$ cat src/rtl/sram_fifo_ctrl_if.sv
// Core-side push/pop channel of sram_fifo_ctrl: valid/ready push, FWFT pop, occupancy.
// slave = FIFO side, master = producer/consumer side.
interface sram_fifo_ctrl_if #(
    parameter int DATA_W = 32
);
    logic [DATA_W-1:0] wr_data_i;
    logic              wr_valid_i;
    logic              wr_ready_o;
    logic [DATA_W-1:0] rd_data_o;
    logic              rd_valid_o;
    logic              rd_ready_i;
    logic [7:0]        level_o;

    modport slave (
        input  wr_data_i, wr_valid_i, rd_ready_i,
        output wr_ready_o, rd_data_o, rd_valid_o, level_o
    );

    modport master (
        output wr_data_i, wr_valid_i, rd_ready_i,
        input  wr_ready_o, rd_data_o, rd_valid_o, level_o
    );
endinterface

$ cat src/rtl/sram_fifo_ctrl.sv
// 128-deep FIFO controller over a 1W/1R 128xDATA_W SRAM with a 2-entry FWFT output buffer.
// Optional macro SRAM_FIFO_BYPASS_EN: pushes into an empty FIFO skip the SRAM (1-cycle latency).
module sram_fifo_ctrl #(
    parameter int DATA_W = 32
) (
    input  logic              clk_i,
    input  logic              rst_i,
    sram_fifo_ctrl_if.slave   core_if,
    output logic [6:0]        sram_a1_o,
    output logic [DATA_W-1:0] sram_i1_o,
    output logic              sram_csb1_o,
    output logic              sram_web1_o,
    output logic              sram_oeb1_o,
    output logic [6:0]        sram_a2_o,
    output logic              sram_csb2_o,
    output logic              sram_web2_o,
    output logic              sram_oeb2_o,
    input  logic [DATA_W-1:0] sram_o2_i
);
    localparam logic [7:0] SRAM_DEPTH = 8'd128;

    logic [6:0]        wptr_q, wptr_d;
    logic [6:0]        rptr_q, rptr_d;
    logic [7:0]        sram_cnt_q, sram_cnt_d;
    logic              inflight_q, inflight_d;
    logic [1:0]        obuf_cnt_q, obuf_cnt_d;
    logic [DATA_W-1:0] obuf_head_q, obuf_head_d;
    logic [DATA_W-1:0] obuf_tail_q, obuf_tail_d;

    logic              wr_ready;
    logic              push;
    logic              pop;
    logic              issue;
    logic              bypass;
    logic              to_sram;
    logic [1:0]        keep_cnt;
    logic [DATA_W-1:0] fill_word;

    always_comb begin : ctl
        wr_ready = (sram_cnt_q < SRAM_DEPTH);
        push     = core_if.wr_valid_i & wr_ready & ~rst_i;
        pop      = core_if.rd_ready_i & (obuf_cnt_q != 2'd0) & ~rst_i;
        keep_cnt = obuf_cnt_q - {1'b0, pop};
        // Issue only if the word landing next cycle is guaranteed a buffer slot.
        issue    = ~rst_i & (sram_cnt_q != 8'd0)
                 & (({1'b0, keep_cnt} + {2'b00, inflight_q}) < 3'd2);
`ifdef SRAM_FIFO_BYPASS_EN
        bypass   = push & (sram_cnt_q == 8'd0) & ~inflight_q & (keep_cnt < 2'd2);
`else
        bypass   = 1'b0;
`endif
        to_sram  = push & ~bypass;
    end

    assign fill_word = inflight_q ? sram_o2_i : core_if.wr_data_i;

    always_comb begin : nxt
        wptr_d      = wptr_q + {6'd0, to_sram};
        rptr_d      = rptr_q + {6'd0, issue};
        sram_cnt_d  = sram_cnt_q + {7'd0, to_sram} - {7'd0, issue};
        inflight_d  = issue;
        obuf_cnt_d  = keep_cnt;
        obuf_head_d = pop ? obuf_tail_q : obuf_head_q;
        obuf_tail_d = obuf_tail_q;
        // Capture and bypass are mutually exclusive: bypass requires an empty pipe.
        if (inflight_q || bypass) begin
            if (keep_cnt == 2'd0) begin
                obuf_head_d = fill_word;
            end else begin
                obuf_tail_d = fill_word;
            end
            obuf_cnt_d = keep_cnt + 2'd1;
        end
    end

    always_ff @(posedge clk_i) begin
        if (rst_i) begin
            wptr_q      <= '0;
            rptr_q      <= '0;
            sram_cnt_q  <= '0;
            inflight_q  <= 1'b0;
            obuf_cnt_q  <= '0;
            obuf_head_q <= '0;
        end else begin
            wptr_q      <= wptr_d;
            rptr_q      <= rptr_d;
            sram_cnt_q  <= sram_cnt_d;
            inflight_q  <= inflight_d;
            obuf_cnt_q  <= obuf_cnt_d;
            obuf_head_q <= obuf_head_d;
        end
    end

    always_ff @(posedge clk_i) begin
        obuf_tail_q <= obuf_tail_d;
    end

    assign core_if.wr_ready_o = wr_ready;
    assign core_if.rd_data_o  = obuf_head_q;
    assign core_if.rd_valid_o = (obuf_cnt_q != 2'd0);
    assign core_if.level_o    = sram_cnt_q + {7'd0, inflight_q} + {6'd0, obuf_cnt_q};

    assign sram_a1_o   = wptr_q;
    assign sram_i1_o   = core_if.wr_data_i;
    assign sram_csb1_o = ~to_sram;
    assign sram_web1_o = 1'b0;
    assign sram_oeb1_o = 1'b1;
    assign sram_a2_o   = rptr_q;
    assign sram_csb2_o = ~issue;
    assign sram_web2_o = 1'b1;
    assign sram_oeb2_o = 1'b0;
endmodule

$ cat src/flat_wrapper.sv
// flat-port wrapper written by rule: the top's interface ports become plain ports
module sram_fifo_ctrl_flat 
#(
    parameter int DATA_W = 32
)
  (clk_i, rst_i, sram_a1_o, sram_i1_o, sram_csb1_o, sram_web1_o, sram_oeb1_o, sram_a2_o, sram_csb2_o, sram_web2_o, sram_oeb2_o, sram_o2_i, core_if_wr_data_i, core_if_wr_valid_i, core_if_rd_ready_i, core_if_wr_ready_o, core_if_rd_data_o, core_if_rd_valid_o, core_if_level_o);
  sram_fifo_ctrl_if #(.DATA_W(DATA_W)) core_if_i ();
  input  logic clk_i;
  input  logic rst_i;
  output logic [6:0] sram_a1_o;
  output logic [DATA_W-1:0] sram_i1_o;
  output logic sram_csb1_o;
  output logic sram_web1_o;
  output logic sram_oeb1_o;
  output logic [6:0] sram_a2_o;
  output logic sram_csb2_o;
  output logic sram_web2_o;
  output logic sram_oeb2_o;
  input  logic [DATA_W-1:0] sram_o2_i;
  input wire logic [$bits(core_if_i.wr_data_i)-1:0] core_if_wr_data_i;
  input wire logic [$bits(core_if_i.wr_valid_i)-1:0] core_if_wr_valid_i;
  input wire logic [$bits(core_if_i.rd_ready_i)-1:0] core_if_rd_ready_i;
  output wire logic [$bits(core_if_i.wr_ready_o)-1:0] core_if_wr_ready_o;
  output wire logic [$bits(core_if_i.rd_data_o)-1:0] core_if_rd_data_o;
  output wire logic [$bits(core_if_i.rd_valid_o)-1:0] core_if_rd_valid_o;
  output wire logic [$bits(core_if_i.level_o)-1:0] core_if_level_o;
  assign core_if_i.wr_data_i = core_if_wr_data_i;
  assign core_if_i.wr_valid_i = core_if_wr_valid_i;
  assign core_if_i.rd_ready_i = core_if_rd_ready_i;
  assign core_if_wr_ready_o = core_if_i.wr_ready_o;
  assign core_if_rd_data_o = core_if_i.rd_data_o;
  assign core_if_rd_valid_o = core_if_i.rd_valid_o;
  assign core_if_level_o = core_if_i.level_o;
  sram_fifo_ctrl #(.DATA_W(DATA_W)) u_core (.clk_i(clk_i), .rst_i(rst_i), .core_if(core_if_i), .sram_a1_o(sram_a1_o), .sram_i1_o(sram_i1_o), .sram_csb1_o(sram_csb1_o), .sram_web1_o(sram_web1_o), .sram_oeb1_o(sram_oeb1_o), .sram_a2_o(sram_a2_o), .sram_csb2_o(sram_csb2_o), .sram_web2_o(sram_web2_o), .sram_oeb2_o(sram_oeb2_o), .sram_o2_i(sram_o2_i));
endmodule
$ cat config.mk
export PLATFORM = sky130hd
export DESIGN_NAME = sram_fifo_ctrl_flat
export DESIGN_NICKNAME = d
export VERILOG_FILES = /design/src/rtl/sram_fifo_ctrl_if.sv /design/src/rtl/sram_fifo_ctrl.sv /design/src/flat_wrapper.sv
export SDC_FILE = /design/constraint.sdc
export NUM_CORES = 1
export LEC_CHECK = 0
export BUFFER_PORTS_ARGS = -buffer_cell sky130_fd_sc_hd__clkbuf_2
export CORE_MARGIN = 4
export CORE_UTILIZATION = 49
export CTS_CLUSTER_SIZE = 10
export DETAILED_ROUTE_END_ITERATION = 10
export GPL_ROUTABILITY_DRIVEN = 0
export GPL_TIMING_DRIVEN = 0
export PLACE_DENSITY = 0.8
export RECOVER_POWER = 50
export SETUP_SLACK_MARGIN = 0.3
export SYNTH_ARGS = -nofsm -noshare
export SYNTH_HDL_FRONTEND = slang
export SYNTH_SLANG_ARGS = --single-unit
$ cat constraint.sdc
create_clock -name clk_i -period 4.2 [get_ports clk_i]
set_input_delay 0 -clock clk_i [delete_from_list [all_inputs] [get_ports clk_i]]
set_output_delay 0 -clock clk_i [all_outputs]
set_load 0.1 [all_outputs]
## Word-level counts from Yosys, hierarchy flattened

Index checks and enable logic that the tools add are counted.

- Input bits: 68
- Output and inout bits: 94
- Word-level logic and storage cells: 36
- Register bits: 89

- Order comparisons: 2
- Add/subtract/negate cells: 9
- Multiplexer cells: 4
- Reduce and logical (&&, ||, !) cells: 4
- Bitwise gates (word level): 10

Operators with widths:

| kind | number |
|---|---|
| 32-bit 2-to-1 mux | 3 |
| 8-bit by 1-bit adder with 8-bit output | 2 |
| 7-bit by 1-bit adder with 7-bit output | 2 |
| 8-bit by 2-bit adder with 8-bit output | 1 |
| 8-bit < comparator (second input constant) | 1 |
| 8-bit nonzero test | 1 |
| 8-bit by 1-bit subtractor with 8-bit output | 1 |
| 1-bit bitwise AND | 6 |
| 1-bit inverter | 4 |
| 2-bit by 1-bit adder with 3-bit output | 1 |
| 3-bit by 2-bit < comparator with 1-bit output (second input constant) | 1 |
| 2-bit by 1-bit adder with 2-bit output (second input constant) | 1 |
| 2-bit zero test | 1 |
| 2-bit 2-to-1 mux | 1 |
| 2-bit AND reduction | 1 |
| 2-bit nonzero test | 1 |
| 2-bit by 1-bit subtractor with 2-bit output | 1 |

## Longest topological paths before layout

Gate-level depths: netlist (run 1).

- Depth in word-level cells: 8
- Mapped depth: 17
- Mapped depth without buffers: 14

## Least setup slack after synthesis (run 1)

Ideal clock, no wire load.

- Path kind: register to register
- Start point: register u_core.obuf_cnt_q[1]
- End point: register u_core.sram_cnt_q[7]
- Arrival: 3.501 ns
- Path buffers: 2
- Required time: 4.079 ns
- Cell stages (with the launch flop): 16
- Setup time: 0.121 ns
- Slack: 0.578 ns
- Period minus slack after synthesis: 3.622 ns
- Cell sequence: dfxtp_1 or2_4 and3_4 buf_12 buf_12 ha_1 inv_1 ha_1 nor4b_1 ha_1 inv_1 ha_1 a21oi_1 a21oi_1 a221oi_1 mux2_2

- Longest elaborated chain between the ends: 8

RTL lines:

| element | line | source |
|---|---|---|
| start: declaration | sram_fifo_ctrl.sv:26 | `logic [1:0] obuf_cnt_q, obuf_cnt_d;` |
| start signal: assignment | sram_fifo_ctrl.sv:89 | `obuf_cnt_q <= obuf_cnt_d;` |
| 2-bit nonzero test | -- |  |
| via core_if_rd_valid_o | flat_wrapper.sv:25 | `output wire logic [$bits(core_if_i.rd_valid_o)-1:0] core_if_rd_valid_o;` |
| 1-bit bitwise AND (2 in a row) | sram_fifo_ctrl.sv:42 | `pop = core_if.rd_ready_i & (obuf_cnt_q != 2'd0) & ~rst_i;` |
| 2-bit by 1-bit subtractor with 2-bit output | sram_fifo_ctrl.sv:43 | `keep_cnt = obuf_cnt_q - {1'b0, pop};` |
| 2-bit by 1-bit adder with 3-bit output | sram_fifo_ctrl.sv:46 | `& (({1'b0, keep_cnt} + {2'b00, inflight_q}) < 3'd2);` |
| 3-bit by 2-bit < comparator with 1-bit output | sram_fifo_ctrl.sv:46 |  |
| 1-bit bitwise AND | sram_fifo_ctrl.sv:46 |  |
| via u_core.inflight_d | sram_fifo_ctrl.sv:25 | `logic inflight_q, inflight_d;` |
| 8-bit by 1-bit subtractor with 8-bit output | sram_fifo_ctrl.sv:60 | `sram_cnt_d = sram_cnt_q + {7'd0, to_sram} - {7'd0, issue};` |
| end signal: assignment | sram_fifo_ctrl.sv:87 | `sram_cnt_q <= sram_cnt_d;` |
| end: declaration | sram_fifo_ctrl.sv:24 | `logic [7:0] sram_cnt_q, sram_cnt_d;` |

The timed path passes the listed nets, and every way through them passes these cells.
A chain may end at the register's enable or synchronous reset.

## Worst setup path in the final report (run 1)

- Start point: register u_core.obuf_cnt_q[1]
- End point: register u_core.sram_cnt_q[7]

- Longest elaborated chain between the ends: 8

RTL lines:

| element | line |
|---|---|
| 2-bit nonzero test | sram_fifo_ctrl.sv:42 |
| 1-bit bitwise AND (2 in a row) | sram_fifo_ctrl.sv:42 |
| 2-bit by 1-bit subtractor with 2-bit output (*) | sram_fifo_ctrl.sv:43 |
| 2-bit by 1-bit adder with 3-bit output (*) | sram_fifo_ctrl.sv:46 |
| 3-bit by 2-bit < comparator with 1-bit output (*) | sram_fifo_ctrl.sv:46 |
| 1-bit bitwise AND (*) | sram_fifo_ctrl.sv:46 |
| via u_core.inflight_d | sram_fifo_ctrl.sv:25 |
| 8-bit by 1-bit subtractor with 8-bit output (*) | sram_fifo_ctrl.sv:60 |

The timed path passes the listed nets; every way through them passes the cells marked *.

==> impl_metrics.json, run 1 <==
{
  "period_needed_ns": 3.601,
  "nets": 638,
  "grt_overflow": 0,
  "worst_pin_slew_ns": 1.227,
  "cp.arrival_ns": 3.84,
  "cap_violations": 0,
  "ant_nets": 0,
  "fmax_mhz": 277.7,
  "yosysUniqueCellTypes": 37,
  "htreeDepth": 3,
  "cts.path.max_buffers": 2,
  "setup_violations": 0,
  "wl_mm": 9.790,
  "cts.sinks": 89,
  "synth_area_per_cell_um2": 11.23,
  "dr.pass1.iters": 4,
  "grt_pass1_wl_mm": 15.87,
  "outcome": "completed",
  "drv_slew": 0,
  "cts.root.buffer_cell": "clkbuf_8",
  "ioPinCount": 162,
  "min_period_over_period": 0.8575,
  "path_class": "register to register",
  "netlist_instances": 373,
  "ys_seq_area_frac": 0.5019,
  "std_cell_rows": 33,
  "hold_violations": 0,
  "cts_tree": "done",
  "path_common_cell": "ha_1",
  "fp.dieH_um": 100.4,
  "clk_pin_slew_ns": 0.08,
  "cts_setup_buffers": 0,
  "cts_made_buffers": 9,
  "place_inst": 605,
  "grt_usage": 0.1987,
  "hold_path.class": "primary input to register",
  "crit_chain": "or2_4 > and3_4 > buf_12 > buf_12 > ha_1 > inv_1 > ha_1 > nor4b_4 > ha_1 > inv_1 > ha_1 > a21oi_1 > a21oi_1 > a221oi_1 > mux2_2",
  "grt_pass1_vias": 3332,
  "syn_area_mm2": 0.004188,
  "via_count": 3192,
  "yosysWarningCount": 0,
  "dp_hpwl_mm": 7.026,
  "fp.dieArea_mm2": 0.01009,
  "max_stage_delay_ns": 0.37,
  "avgViaCountPerCell": 4.881,
  "slew_headroom": 0.1858,
  "layout_common_cells": "clkbuf_1 (114), dfxtp_1 (57), nor2_1 (49), buf_4 (36), dlygate4sd3_1 (33)",
  "syn2layout_area_growth_pct": 29.40,
  "wl_per_cell_um": 14.97,
  "first_iter_violations": 88,
  "dp_slack_ns": 0.3210,
  "start_util": 0.5071,
  "rsz0062_at_grt": "false",
  "grt_max_degree": 30,
  "finClkSkew_ns": 0.007725,
  "worstPathMaxFanout": 10,
  "drc": 0,
  "synth-seq-cells": 89,
  "end_kind": "register",
  "layout_commonest_cell": "clkbuf_1",
  "die_x_um": 100.4,
  "setup_slack_ns": 0.5987,
  "core_area_mm2": 0.008258,
  "finalSetupTns_ns": 0,
  "layout-drive-gt1-share": 0.1566,
  "port_buffers": 124,
  "startpoint_type": "register",
  "antenna_found_initial": 0,
  "clkLatencyLatePin_ns": 0.35,
  "crit_slowest_cell": "dfxtp_1",
  "n_antenna_cell": 0,
  "final_cells": 654,
  "critPathRequiredTime_ns": 4.44
}
[worst paths after layout]
path	slack, ns	cells past startpoint	from	end
setup reg to reg	0.60	15	u_core.obuf_cnt_q[1]	u_core.sram_cnt_q[7]
hold / removal	0.25	4	core_if_wr_valid_i	u_core.sram_a1_o[0]
hold reg to reg	0.52	2	u_core.sram_a1_o[6]	u_core.sram_a1_o[6]
setup / recovery	0.60	15	u_core.obuf_cnt_q[1]	u_core.sram_cnt_q[7]
[metal layers]
metal	track usage	wire (um)	up-vias	part of all wire
met2	0.3517	5104	99	0.52
met3	0.03961	461	8	0.047
li1	-	-	1593	-
met4	0.05181	85	0	0.0087
met5	0	0	-	0
met1	0.2472	4138	1492	0.42
[per-stage QoR]
stage | hold WS [ns] | cell area (um2) | util
2_1_floorplan | 0.09887 | 4195 | -
3_3_place_gp | 0.1945 | 4947 | 0.5991
3_5_place_dp | 0.1959 | 4975 | 0.6024
4_1_cts | 0.2438 | 5532 | 0.6698
5_1_grt | 0.2797 | 5419 | 0.6562
6_report | 0.2493 | 5419 | 0.6562
[synth_stat cells]
library cell	count	area [um2]
conb_1	2	7.510
inv_1	17	63.81
ha_1	23	287.8
o21bai_1	2	15.01
and3_1	5	31.28
o211ai_1	1	7.510
and3b_1	1	8.760
buf_12	4	80.08
edfxtp_1	32	960.9
xor2_1	6	52.55
o21a_1	2	15.01
clkbuf_1	12	45.04
clkinv_2	1	5.000
a211oi_1	32	240.2
or2_4	1	8.760
nor2_1	50	187.7
or4_1	1	7.510
mux2_2	1	11.26
nor2b_1	9	56.30
a221oi_1	1	8.760
nor3_1	2	10.01
nand2_1	4	15.01
nand4_1	1	6.260
buf_6	1	11.26
dfxtp_1	57	1141
mux2i_1	32	320.3
xnor2_1	14	122.6
nor4b_1	3	26.28
buf_4	36	270.3
nand3_1	7	35.03
a21oi_1	5	25.02
and3_4	1	11.26
fa_1	3	60.06
and4_1	1	8.760
nor4_1	1	6.260
nand4b_1	1	8.760
a311oi_1	1	8.760
[state kept, by name, indices dropped and copies added (netlist names)]
signal / cells
u_core.core_if.rd_data_o: 32
u_core.sram_a1_o: 7
u_core.inflight_q: 1
u_core.sram_a2_o: 7
u_core.sram_cnt_q: 8
u_core.obuf_cnt_q: 2
u_core.obuf_tail_q: 32
[cells by family (layout without fill, tap and decap cells)]
family	count (synthesis)	in the layout	synth area share
simple gates	88	88	0.1022
other cells	2	4	0.001793
xor+xnor	20	20	0.04183
buf+inv	71	245	0.1135
fa+ha+maj	26	26	0.08306
mux	33	33	0.07918
flops	89	89	0.5019
compound gates	44	44	0.07648
[area by class of cell]
cell class,instances,area (um2)
inverter,18,68.82
tap,105,131.4
fill,710,2839
multi-input combinational,215,1640
clock inverter,6,88.84
sequential,89,2102
clock buffer,10,137.6
timing repair buffer,158,843.3
buffer,53,406.6
[worst max-delay path: cells and delay by family, from the launching register on]
| kind | cells | cell delay (ns) |
|---|---|---|
| and+or+nand+nor | 3 | 0.80 |
| DFF | 1 | 0.37 |
| adders and majority gates | 4 | 0.88 |
| AOI/OAI and AO/OA | 3 | 0.69 |
| muxes | 1 | 0.37 |
| buffers and inverters | 4 | 0.39 |
[timing repair]
item / in CTS / in global routing
hold buffers: 33 / 0
hold endpoints to repair: 65 / 0
setup endpoints to repair: 0 / 3
resized for setup: 0 / 2
Power of run 1 is left out: the tool's default activity adds up to more than one toggle a clock period on the data nets, which glitch-free logic cannot reach.
==> run 2: changes to the inputs <==
Settings changed: CORE_UTILIZATION 49 to 51, CTS_BUF_LIST from default to sky130_fd_sc_hd__clkbuf_4 sky130_fd_sc_hd__clkbuf_8, PLACE_DENSITY 0.8 to 0.83.
==> run 2 against run 1 <==
Via count increased by 1.3%. Sequential share of layout area increased by 0.34 points. Critical path depth increased by 3. Die area decreased by 3.6%. Non-clock buffer count decreased by 1. Final cell count decreased by 0.61%. First-iteration DRC count decreased by 18%. Critical path type is now primary input to register. Setup slack got worse by 0.10 ns. Global-route usage increased by 0.21 points. Clock skew increased by 0.0039 ns. Utilization increased by 2.8 points.
==> impl_metrics.json, run 2 (synthesis results as in run 1) <==
{
  "outcome": "completed",
  "worstPathMaxFanout": 10,
  "die_x_um": 98.62,
  "via_count": 3232,
  "end_kind": "register",
  "n_antenna_cell": 0,
  "cap_violations": 0,
  "dr.pass1.iters": 4,
  "grt_pass1_wl_mm": 16.10,
  "drv_slew": 0,
  "dp_slack_ns": 0.2563,
  "wl_mm": 9.739,
  "finClkSkew_ns": 0.01163,
  "place_inst": 601,
  "layout_common_cells": "clkbuf_1 (111), dfxtp_1 (57), nor2_1 (49), buf_4 (36), dlygate4sd3_1 (33)",
  "htreeDepth": 3,
  "fp.dieH_um": 98.62,
  "cts_made_buffers": 9,
  "ioPinCount": 162,
  "clkLatencyLatePin_ns": 0.35,
  "std_cell_rows": 32,
  "cts_setup_buffers": 0,
  "slew_headroom": 0.1892,
  "hold_violations": 0,
  "fmax_mhz": 270.2,
  "cts.root.buffer_cell": "clkbuf_8",
  "hold_path.class": "primary input to register",
  "rsz0062_at_grt": "false",
  "start_util": 0.5336,
  "cp.arrival_ns": 3.96,
  "placed_area_mm2": 0.004951,
  "setup_violations": 0,
  "setup_slack_ns": 0.4985,
  "core_area_mm2": 0.007848,
  "min_period_over_period": 0.8813,
  "first_iter_violations": 72,
  "stdcell_area_mm2": 0.005371,
  "period_needed_ns": 3.702,
  "nets": 637,
  "fp.dieArea_mm2": 0.009725,
  "critPathRequiredTime_ns": 4.46,
  "layout_commonest_cell": "clkbuf_1",
  "final_cells": 650,
  "cts.path.max_buffers": 2,
  "grt_pass1_vias": 3464,
  "grt_usage": 0.2008,
  "cts.sinks": 89,
  "layout-drive-gt1-share": 0.1624,
  "syn2layout_area_growth_pct": 28.26,
  "whs_path_depth": 4,
  "antenna_found_initial": 0,
  "drc": 0,
  "worst_pin_slew_ns": 1.221,
  "ant_nets": 0,
  "avgViaCountPerCell": 4.972,
  "cts_tree": "done",
  "fillers": 645,
  "path_class": "primary input to register",
  "dp_hpwl_mm": 6.803,
  "wl_per_cell_um": 14.98,
  "grt_overflow": 0,
  "final_core_util": 0.6845,
  "startpoint_type": "primary input",
  "clk_pin_slew_ns": 0.08,
  "port_buffers": 124,
  "grt_max_degree": 33,
  "rr_worst_depth": 16
}
[run 2: path summary, 6_finish.rpt]
check / startpoint / endpoint / slack, ns
max: rst_i / u_core.sram_cnt_q[6] / 0.50
min: core_if_wr_valid_i / u_core.sram_cnt_q[0] / 0.26
max reg2reg: u_core.obuf_cnt_q[1] / u_core.sram_cnt_q[6] / 0.55
min reg2reg: u_core.sram_a1_o[6] / u_core.sram_a1_o[6] / 0.52
[run 2: worst max-delay path: stages]
cell and delay, ns:
dlygate4sd3_1 0.53, clkbuf_1 0.34, clkinv_2 0.17, and3_4 0.19, buf_12 0.14, buf_12 0.14
ha_1 0.30, inv_1 0.05, ha_1 0.22, nor4b_4 0.35, ha_1 0.19, inv_1 0.04
ha_1 0.20, fa_1 0.40, a21oi_1 0.23, nor4b_2 0.09, o21a_1 0.17, nor3_1 0.18
[run 2: layout make-up]
class | instances | area [um2] | area share
Inverter | 18 | 68.82 | 0.01281
Sequential cell | 89 | 2102 | 0.3913
Tap cell | 102 | 127.6 | 0.02376
Multi-Input combinational cell | 215 | 1647 | 0.3065
Clock buffer | 10 | 131.4 | 0.02446
Buffer | 53 | 399.1 | 0.07431
Clock inverter | 6 | 67.56 | 0.01258
Timing Repair Buffer | 157 | 828.3 | 0.1542
[run 2: metrics by stage]
step | hold WS [ns] | TNS, ns
final | 0.2611 | 0
after global routing | 0.2770 | 0
after CTS | 0.2511 | 0
after detailed placement | 0.1949 | 0
after global placement | 0.1954 | -0.5275
after floorplan | 0.09887 | 0
[run 2: layer usage]
metal / GRT usage / wire length, um / vias up
li1: - / - / 1594
met1: 0.2446 / 4056 / 1493
met2: 0.3557 / 4912 / 128
met3: 0.03539 / 578 / 17
met4: 0.07248 / 192 / 0
met5: 0 / 0 / -
[run 2: timing repair]
item                                    in CTS  in global routing
hold endpoints to repair                    65                  0
endpoints found under the setup margin       2                  1
hold buffers                                33                  0
resized for setup                            1                  2
Power of run 2 is left out for the same reason.
==> run 3: changes to the inputs <==
Settings changed: PLACE_DENSITY 0.83 to 0.92.
==> run 3 against run 2 <==
Flip-flop and latch count stayed put. Final cell count stayed put. Critical path depth is 2 lower. Design area hardly changed. Critical path type is now register to register. Critical endpoint unchanged. Largest cell class unchanged.
==> impl_metrics.json, run 3 (synthesis results as in run 1) <==
{
  "grt_max_degree": 33,
  "worst_pin_slew_ns": 1.224,
  "hold_violations": 0,
  "fillers": 617,
  "avgViaCountPerCell": 5.171,
  "dr.pass1.iters": 4,
  "critPathRequiredTime_ns": 4.41,
  "cts.sinks": 89,
  "n_antenna_cell": 0,
  "grt_pass1_vias": 3489,
  "placed_area_mm2": 0.004951,
  "cts.path.max_buffers": 2,
  "finClkSkew_ns": 0.008186,
  "finalSetupTns_ns": 0,
  "hold_path.class": "primary input to register",
  "ant_nets": 0,
  "layout-drive-gt1-share": 0.1533,
  "min_period_over_period": 0.8550,
  "cts.root.buffer_cell": "clkbuf_8",
  "setup_violations": 0,
  "layout_common_cells": "clkbuf_1 (113), dfxtp_1 (57), nor2_1 (49), buf_4 (36), dlygate4sd3_1 (33)",
  "fp.dieH_um": 98.62,
  "drc": 0,
  "start_util": 0.5336,
  "std_cell_rows": 32,
  "wl_mm": 10.50,
  "first_iter_violations": 121,
  "final_cells": 650,
  "worstPathMaxFanout": 10,
  "slew_headroom": 0.1873,
  "syn2layout_area_growth_pct": 28.14,
  "cts_made_buffers": 9,
  "clkLatencyLatePin_ns": 0.35,
  "multi_input_area_mm2": 0.001640,
  "die_x_um": 98.62,
  "grt_usage": 0.2151,
  "end_kind": "register",
  "wl_per_cell_um": 16.16,
  "drv_slew": 0,
  "grt_overflow": 0,
  "path_class": "register to register",
  "layout_commonest_cell": "clkbuf_1",
  "grt_pass1_wl_mm": 17.01,
  "via_count": 3361,
  "startpoint_type": "register",
  "rsz0062_at_grt": "false",
  "place_inst": 601,
  "nets": 637,
  "clk_pin_slew_ns": 0.08,
  "cts_tree": "done",
  "period_needed_ns": 3.591,
  "fp.dieArea_mm2": 0.009725,
  "port_buffers": 124,
  "cap_violations": 0,
  "ioPinCount": 162,
  "outcome": "completed",
  "antenna_found_initial": 0,
  "core_area_mm2": 0.007848,
  "cp.arrival_ns": 3.81,
  "fmax_mhz": 278.5,
  "ff_latch_area_mm2": 0.002102,
  "stdcell_area_mm2": 0.005366,
  "dp_hpwl_mm": 7.205,
  "htreeDepth": 3
}
[run 3: layout make-up]
class,instances,area share
plain buffers,53,0.07578
clock buffers,10,0.02448
clock inverters,6,0.01236
inverters,18,0.01282
multi-input cells,215,0.3057
flip-flops and latches,89,0.3917
well taps,102,0.02378
repair buffers,157,0.1534
[run 3: final timing paths]
kind	from	end	slack, ns	depth (start not counted)
worst max-delay path	u_core.obuf_cnt_q[1]	u_core.sram_cnt_q[6]	0.61	16
worst min-delay path	core_if_wr_valid_i	u_core.sram_a1_o[0]	0.24	4
worst min register to register	u_core.sram_a1_o[6]	u_core.sram_a1_o[6]	0.52	2
worst max register to register	u_core.obuf_cnt_q[1]	u_core.sram_cnt_q[6]	0.61	16
[run 3: metrics by stage]
step,hold WS (ns),util,setup slack (ns)
2_1_floorplan,0.09887,-,0.5781
3_3_place_gp,0.1949,0.6299,0.02461
3_5_place_dp,0.1946,0.6309,0.2816
4_1_cts,0.2486,0.6990,0.4832
5_1_grt,0.2840,0.6838,0.3330
6_report,0.2392,0.6838,0.6090
[run 3: repair_timing]
item                       CTS  global route
setup buffers                0             0
hold endpoints to repair    65             0
resized for setup            1             1
setup endpoints to repair    2             2
hold buffers                33             0
[run 3: worst max-delay path, cell delays in order, from the launching register on]
cell and delay (ns):
dfxtp_1 0.38, or2_4 0.28, and3_4 0.18, buf_12 0.14
buf_12 0.14, ha_1 0.29, inv_1 0.05, ha_1 0.22
nor4b_4 0.34, ha_1 0.29, inv_1 0.06, ha_1 0.18
fa_1 0.22, a21oi_1 0.09, nor4b_1 0.38, o21a_1 0.16
nor3_1 0.04
[run 3: metal layers]
layer  share of wire  wire length, um  up-vias  global-route usage
met1            0.41             4311     1618              0.2589
met5               0                0        -                   0
met4           0.014              150        0             0.07458
li1                -                -     1594                   -
met2            0.52             5448      130              0.3869
met3           0.057              594       19             0.03680
Power of run 3 is left out for the same reason.
